<file path="src/rtl/jk_counter_pkg.sv">
// Shared JK cell mode encodings and the modulo up/down next-state rule
// used by the steering logic of the JK counter.
package jk_counter_pkg;

    // {J,K} drive patterns for a JK cell
    localparam logic [1:0] JK_HOLD = 2'b00;
    localparam logic [1:0] JK_RST  = 2'b01;
    localparam logic [1:0] JK_SET  = 2'b10;
    localparam logic [1:0] JK_TGL  = 2'b11;

    // Out-of-range states (cur >= modulus) recover to 0 going up and to
    // modulus-1 going down, so a faulted counter rejoins the cycle in one edge.
    function automatic logic [31:0] next_count(input logic [31:0] cur,
                                               input logic        up,
                                               input logic [31:0] modulus);
        logic [31:0] nxt;
        if (up)
            nxt = (cur >= modulus - 32'd1) ? 32'd0 : cur + 32'd1;
        else
            nxt = (cur == 32'd0 || cur >= modulus) ? modulus - 32'd1 : cur - 32'd1;
        return nxt;
    endfunction

endpackage

</file>
<file path="src/rtl/jk_cell.sv">
// Edge-triggered JK flip-flop cell with synchronous active-high clear.
module jk_cell
    import jk_counter_pkg::*;
(
    input  logic C,
    input  logic RESET,
    input  logic J,
    input  logic K,
    output logic Q,
    output logic Qn
);

    logic q;

    always_ff @(posedge C) begin
        if (RESET) begin
            q <= 1'b0;
        end else begin
            case ({J, K})
                JK_HOLD: q <= q;
                JK_RST:  q <= 1'b0;
                JK_SET:  q <= 1'b1;
                default: q <= ~q;
            endcase
        end
    end

    assign Q  = q;
    assign Qn = ~q;

endmodule

</file>
<file path="src/rtl/jk_sync_counter.sv">
// Modulo-N up/down counter built from JK cells: steering logic picks each
// cell's J/K, plus terminal-count decode and a registered carry/borrow pulse.
module jk_sync_counter
    import jk_counter_pkg::*;
#(
    parameter int WIDTH   = 4,
    parameter int MODULUS = 10
) (
    input  logic             C,
    input  logic             RESET,
    input  logic             EN,
    input  logic             UP,
    input  logic             LOAD,
    input  logic [WIDTH-1:0] D,
    output logic [WIDTH-1:0] Q,
    output logic [WIDTH-1:0] Qn,
    output logic             TC,
    output logic             CO
);

    localparam logic [WIDTH-1:0] MAXV = WIDTH'(MODULUS - 1);

    logic [WIDTH-1:0] q;
    logic [WIDTH-1:0] cnt_nxt;
    logic [WIDTH-1:0] ld_val;
    logic [WIDTH-1:0] j;
    logic [WIDTH-1:0] k;

    assign cnt_nxt = WIDTH'(next_count(32'(q), UP, 32'(MODULUS)));
    assign ld_val  = (D > MAXV) ? MAXV : D;

    // Count mode toggles only the bits that change; load forces each bit
    // directly. Reset bypasses steering and clears the cells.
    always_comb begin
        j = '0;
        k = '0;
        if (LOAD) begin
            j = ld_val;
            k = ~ld_val;
        end else if (EN) begin
            j = q ^ cnt_nxt;
            k = q ^ cnt_nxt;
        end
    end

    for (genvar i = 0; i < WIDTH; i++) begin : g_cell
        jk_cell u_cell (
            .C     (C),
            .RESET (RESET),
            .J     (j[i]),
            .K     (k[i]),
            .Q     (q[i]),
            .Qn    (Qn[i])
        );
    end

    assign Q  = q;
    assign TC = EN & ~LOAD & ~RESET & (UP ? (q == MAXV) : (q == '0));

    always_ff @(posedge C) begin
        if (RESET) CO <= 1'b0;
        else       CO <= TC;
    end

endmodule

</file>
<file path="config.mk">
export PLATFORM = sky130hd
export DESIGN_NAME = jk_sync_counter
export DESIGN_NICKNAME = d
export VERILOG_FILES = /design/src/rtl/jk_counter_pkg.sv /design/src/rtl/jk_cell.sv /design/src/rtl/jk_sync_counter.sv
export SDC_FILE = /design/constraint.sdc
export NUM_CORES = 1
export LEC_CHECK = 0
export ABC_AREA = 1
export CAP_MARGIN = 5
export CORE_MARGIN = 1
export CORE_UTILIZATION = 30
export DETAILED_ROUTE_END_ITERATION = 8
export PLACE_DENSITY = 0.61
export SYNTH_ARGS = -nofsm -noshare
export SYNTH_HDL_FRONTEND = slang
export SYNTH_HIERARCHICAL = 1
export SYNTH_SLANG_ARGS = --single-unit
</file>
<file path="constraint.sdc">
create_clock -name C -period 5.2 [get_ports C]
set_clock_uncertainty 0.05 [all_clocks]
set_input_delay 1.04 -clock C [delete_from_list [all_inputs] [get_ports C]]
set_output_delay 1.04 -clock C [all_outputs]
set_load 0.01 [all_outputs]
</file>
# Yosys cells after proc, flatten, opt, wreduce, memory -nomap -nowiden
# Index checks and enable logic that the tools add are counted.
# word_totals
out_inout_bits	10
ff_bits	5
word_cells	48
# op_classes
addsub	2
bitwise_logic	11
eq_ne	9
order_cmp	3
reduce_logical	6
mux	12
# op_table
cell	count
$mux W4	7
$pmux W1 S3	4
$eq A2 B1 Y1 const B	4
$eq A2 B2 Y1 const B	4
$ge A4 B4 Y1 const B	2
$logic_not A2 Y1	4
$not A1 Y1	6
$add A4 B1 Y4 const B	1
$eq A4 B4 Y1 const B	1
$gt A4 B4 Y1 const B	1
$logic_not A4 Y1	1
$not A4 Y4	1
$sub A4 B1 Y4 const B	1
$xor A4 B4 Y4	1
$and A1 B1 Y1	3
$logic_or A1 B1 Y1	1
$mux W1	1

# Logic depth before layout (Yosys ltp)
# Gate-level depths: netlist of the first run.
# logic_depth
depth_word	9
mapped_depth	16
mapped_depth_nobuf	16

# Cells and area by module
# Netlist of the first run, hierarchy kept.
# by_module_without_submodules
module	area_each_um2	cells_each	instances	seq_area_each_um2
jk_sync_counter	377.9	68	1	20.0
jk_cell	86.3	13	4	20.0

# Least setup slack after synthesis of the first run
# Ideal clock, no wire load.
# synth_path
path_kind	input to output
startpoint	input port LOAD
endpoint	output port TC
path_stages	3
n_path_buf	0
path_slack_ns	2.531
required_ns	4.110
t_arrival_ns	1.579
cell_sequence	inv_2 nand2_1 nor4_1
# synth_via
elab_chain_len	4
# synth_lines
element	line_no	text
start: declaration	jk_sync_counter.sv:13	input logic LOAD,
$not A1 Y1	jk_sync_counter.sv:58	assign TC = EN & ~LOAD & ~RESET & (UP ? (q == MAXV) : (q == '0));
$and A1 B1 Y1 (3 in series)	jk_sync_counter.sv:58	
end: declaration	jk_sync_counter.sv:17	output logic TC,
# Every way passes these cells.

# Final worst setup path of the first run
# Same ends and word-level chain as after synthesis.

==> impl_metrics.json, run 1 <==
{
  "outcome": "complete, no violations",
  "yosysWarnings": 6,
  "drt_iter0_drc": 7,
  "post-route-util": 0.432,
  "cpMostUsedCell": "clkdlybuf4s50_1",
  "synth_seq_cells": 5,
  "synth_nets": 142,
  "final_cell_mix": "nand2_1 (30), inv_1 (24), clkdlybuf4s50_1 (18)",
  "synth_cells": 120,
  "fmax_mhz": 270,
  "period_minus_slack_ns": 3.70,
  "peakVddDrop_v": 0.000162,
  "hold_class": "reg -> reg",
  "tritoncts.num_buffers": 3,
  "p_per_area_mw_per_mm2": 256,
  "setup_tns_ns": 0,
  "timing.max_cap.violations": 0,
  "final_common_cell": "nand2_1",
  "cp-end-kind": "output port",
  "diodes": 0,
  "vias_per_cell": 4.56,
  "crit_chain": "clkdlybuf4s50_1 -> inv_2 -> nand2_1 -> nor4_1 -> clkdlybuf4s50_1",
  "fp-row-count": 17,
  "required_ns": 4.11,
  "fin_total_pwr_uw": 247,
  "vias": 776,
  "period_share": 0.712,
  "worstMarginPinSlew_ns": 0.356,
  "cp_slowest_stage_delay_ns": 0.58,
  "cp_slowest_cell": "clkdlybuf4s50_1",
  "h-tree-depth": 1,
  "critical_path_depth": 5,
  "cts_tree": "done",
  "routed_wl_microns": 1540,
  "die_x_microns": 51.1,
  "track_usage": 0.139,
  "cts_buffer_depth": 2,
  "initial_utilization": 0.324,
  "cts.sinks": 5,
  "dp_hpwl_microns": 1280,
  "rsz0062_at_grt": "false",
  "synth_area_per_cell_sq_um": 6.03,
  "die_h_microns": 51.1,
  "root_buffer": "clkbuf_4",
  "critPathTopFamily": "buffers and inverters",
  "drive_gt1_frac": 0.0775,
  "post-cts-setup-buffers": 0,
  "fin_nets": 165,
  "path_clk_slew_ns": 0.04,
  "worst-setup-path-type": "in -> out",
  "cts_hold_buffers": 0,
  "syn_to_final_growth_pct": 33.4,
  "insertion_delay_ns": 0.24,
  "die-area_sq_mm": 0.00261,
  "grt_antenna_before_repair": 0,
  "reg2regPathDepth": 13,
  "path_buf_inv": 3,
  "arrival_ns": 2.61,
  "r2r_setup_slack_ns": 2.94,
  "firstDrtPassIters": 4,
  "grt-ovfl-total": 0,
  "port_buffers": 18,
  "reg2reg_from": "g_cell[0].u_cell/Q",
  "core_area_sq_mm": 0.00223,
  "synth_cell_types": 19,
  "grt_pass1_vias": 693,
  "cp-start-kind": "input pin",
  "worstHoldStart": "g_cell[0].u_cell/Q",
  "path_max_fanout": 8,
  "nFillCells": 240,
  "syn-cell-area_sq_um": 723,
  "ios": 19,
  "postCtsResizedCells": 0,
  "drv_slew": 0,
  "critPathLaunch": "LOAD",
  "drc": 0,
  "gp_congestion": 0.860,
  "relSlewSlack": 0.763,
  "hold_viol": 0,
  "synth_seq_area_share": 0.138,
  "setup_violations": 0,
  "detail-route-antenna-nets": 0,
  "routedWlPerCell_microns": 9.05,
  "cellLeakagePower_uw": 0.000505,
  "holdPathStages": 2,
  "grt_pass1_wl_microns": 2680,
  "grt_max_degree": 11
}
==> state kept, by name, summed over array words and instances, names as in the netlist <==
register and flops:
g_cell.u_cell/Q 4, CO 1
==> logic make-up after synthesis <==
| kind of cell | Yosys count | synth area share |
|---|---|---|
| compound gates | 12 | 0.118 |
| flops | 5 | 0.138 |
| buf+inv | 27 | 0.140 |
| simple gates | 63 | 0.379 |
| fa+ha+maj | 13 | 0.225 |
==> where the power goes <==
group	leakage [uW]	internal (uW)	switching (uW)	total, uW
Sequential	0.0000414	44.7	14.6	59.3
Clock	0.0000150	29.0	16.1	45.1
Combinational	0.000448	65.3	77.3	143
==> through the flow <==
stage | instances | instance area, sq um | setup slack, ns | hold WS, ns
after detailed placement | 166 | 938 | 1.46 | 0.594
after global placement | 166 | 938 | 1.49 | 0.584
after floorplan | 120 | 723 | 2.53 | 0.564
after global routing | 170 | 965 | 1.39 | 0.616
after CTS | 170 | 965 | 1.47 | 0.600
final | 170 | 965 | 1.50 | 0.588
==> layout make-up <==
cell class                      count  area (sq um)  share of cell area
Tap cell                           28          35.0              0.0363
Timing Repair Buffer               18           180               0.187
Multi-Input combinational cell     88           522               0.541
Clock buffer                        4          26.3              0.0272
Sequential cell                     5           100               0.104
Inverter                           27           101               0.105
==> worst paths after layout <==
check                                          end
worst max-delay path                            TC
worst min register to register  g_cell[0].u_cell/Q
worst max register to register  g_cell[1].u_cell/Q
worst min-delay path            g_cell[0].u_cell/Q
==> synthesized netlist by cell type <==
library cell	count	area share
a21oi_1	1	0.0069
a31oi_1	1	0.0087
a31oi_2	1	0.017
dfxtp_1	5	0.14
ha_1	13	0.22
inv_1	24	0.12
inv_2	3	0.016
nand2_1	30	0.16
nand2_2	1	0.0087
nand3_1	12	0.083
nand3_2	2	0.028
nand4_1	1	0.0087
nor2_1	15	0.078
nor4_1	2	0.017
o211ai_1	1	0.010
o21ai_0	2	0.014
o21ai_1	1	0.0069
o21ai_2	1	0.012
o21bai_1	4	0.042
==> worst reg2reg max path, cell delays in order (launching register included) <==
cell	delay, ns
dfxtp_1	0.47
inv_1	0.19
ha_1	0.35
nor2_1	0.11
nand3_1	0.10
nand3_1	0.09
nand3_1	0.11
nand2_1	0.10
inv_1	0.05
ha_1	0.30
nand2_1	0.07
nand2_1	0.05
nor2_1	0.08
nor2_1	0.04
==> per-layer routing <==
layer	up-vias	global-route usage	wire [microns]
li1	419	-	-
met1	329	0.147	686
met2	22	0.239	717
met3	6	0.0179	80
met4	0	0.120	54
met5	-	0	0
Note: power is estimated with default switching activity, not from simulation.
==> inputs of run 2 (changes only) <==
Clock period 5.2 ns to 3.9 ns, I/O delays scaled along.
==> impl_metrics.json, run 2 (synthesized netlist as in run 1, its figures left out) <==
{
  "outcome": "complete, no violations",
  "grt_max_degree": 11,
  "track_usage": 0.139,
  "drive_gt1_frac": 0.0775,
  "relSlewSlack": 0.753,
  "h-tree-depth": 1,
  "critical_path_depth": 5,
  "r2r_setup_slack_ns": 1.61,
  "reg2regPathDepth": 13,
  "crit_chain": "clkdlybuf4s50_1 -> inv_2 -> a31oi_1 -> nor4_1 -> clkdlybuf4s50_1",
  "register_area_sq_um": 100,
  "cpMostUsedCell": "clkdlybuf4s50_1",
  "post_dp_cell_area_sq_um": 938,
  "gp_congestion": 0.861,
  "postCtsResizedCells": 0,
  "final_common_cell": "nand2_1",
  "diodes": 0,
  "root_buffer": "clkbuf_4",
  "insertion_delay_ns": 0.25,
  "timing.max_cap.violations": 0,
  "cp_slowest_stage_delay_ns": 0.59,
  "post-cts-setup-buffers": 0,
  "netSwitchingFraction": 0.443,
  "critPathTopFamily": "buffers and inverters",
  "grt_antenna_before_repair": 0,
  "cp-start-kind": "input pin",
  "final_area_sq_um": 965,
  "die_h_microns": 51.1,
  "multiInputGateArea_sq_um": 522,
  "comb_power_share": 0.578,
  "power.switching_uw": 147,
  "drt_iter0_drc": 18,
  "path_buf_inv": 3,
  "drc": 0,
  "cts.sinks": 5,
  "detail-route-antenna-nets": 0,
  "grt_pass1_vias": 729,
  "vias": 793,
  "min_to": "g_cell[0].u_cell/Q",
  "cts_hold_buffers": 0,
  "tritoncts.num_buffers": 3,
  "routed_wl_microns": 1640,
  "dp_hpwl_microns": 1370,
  "fp-row-count": 17,
  "rsz0062_at_grt": "false",
  "port_buffers": 18,
  "ios": 19,
  "hold_class": "reg -> reg",
  "cts_tree": "done",
  "initial_utilization": 0.324,
  "grt_pass1_wl_microns": 2750,
  "nFillCells": 244,
  "cp_slowest_cell": "clkdlybuf4s50_1",
  "worst-setup-path-type": "in -> out",
  "p_per_area_mw_per_mm2": 345,
  "worstHoldStart": "g_cell[0].u_cell/Q",
  "peakVddDrop_v": 0.000226,
  "final_cell_mix": "nand2_1 (30), inv_1 (24), clkdlybuf4s50_1 (18)",
  "syn_to_final_growth_pct": 33.4,
  "timing.rr.end": "g_cell[1].u_cell/Q",
  "vias_per_cell": 4.66,
  "fmax_mhz": 314,
  "hold_viol": 0,
  "period_minus_slack_ns": 3.19,
  "path_max_fanout": 7,
  "core_area_sq_mm": 0.00223,
  "cellLeakagePower_uw": 0.000505,
  "drv_slew": 0,
  "intPower_uw": 186,
  "fin_nets": 165,
  "path_clk_slew_ns": 0.05,
  "period_share": 0.817,
  "die_x_microns": 51.1,
  "setup_violations": 0,
  "reg2reg_from": "g_cell[0].u_cell/Q",
  "setup_tns_ns": 0,
  "required_ns": 3.07,
  "largest_reg_flops": 4,
  "p_clk_frac": 0.182,
  "arrival_ns": 2.36,
  "grt-ovfl-total": 0,
  "holdPathStages": 2,
  "worstMarginPinSlew_ns": 0.370,
  "power_frac_seq": 0.240,
  "routedWlPerCell_microns": 9.65,
  "firstDrtPassIters": 4,
  "die-area_sq_mm": 0.00261,
  "cp-end-kind": "output port",
  "cts_buffer_depth": 2
}
run 2: tightest hold or removal path, delay by kind of cell (launching register included):
kind            cells  cell delay, ns
compound gates      1            0.17
simple gates        1            0.05
flops               1            0.39
run 2: how the worst max path moves through the flow:
stage                     from  to  slack [ns]
after CTS                 LOAD  TC        0.71
final                       UP  TC        0.71
after global routing      LOAD  TC        0.62
after floorplan           LOAD  TC        1.75
after global placement    LOAD  TC        0.71
after detailed placement  LOAD  TC        0.70
run 2: through the flow:
step	total power (uW)	util	setup WS [ns]	hold WS [ns]	instances
2_1_floorplan	203	-	1.75	0.564	120
3_3_place_gp	268	0.420	0.714	0.583	166
3_5_place_dp	272	0.420	0.704	0.585	166
4_1_cts	335	0.432	0.707	0.593	170
5_1_grt	363	0.432	0.617	0.630	170
6_report	333	0.432	0.713	0.600	170
run 2: power by group through the flow:
stage	Clock (uW)	Sequential [uW]	Combinational, uW
2_1_floorplan	0	79.2	124
3_3_place_gp	0	80.6	187
3_5_place_dp	0	80.5	191
4_1_cts	61.7	79.7	193
5_1_grt	64.6	82.3	216
6_report	60.7	79.8	192
run 2: final cells by class:
type	instances	share of cell area
clock buffer	4	0.0272
inverter	27	0.105
multi-input combinational	88	0.541
sequential	5	0.104
tap	28	0.0363
timing repair buffer	18	0.187
run 2: routing by layer:
layer  up-vias  GRT usage  share of wire
li1        422          -              -
met1       343      0.145           0.46
met2        24      0.254           0.48
met3         4    0.00893          0.037
met4         0      0.111          0.027
met5         -          0              0
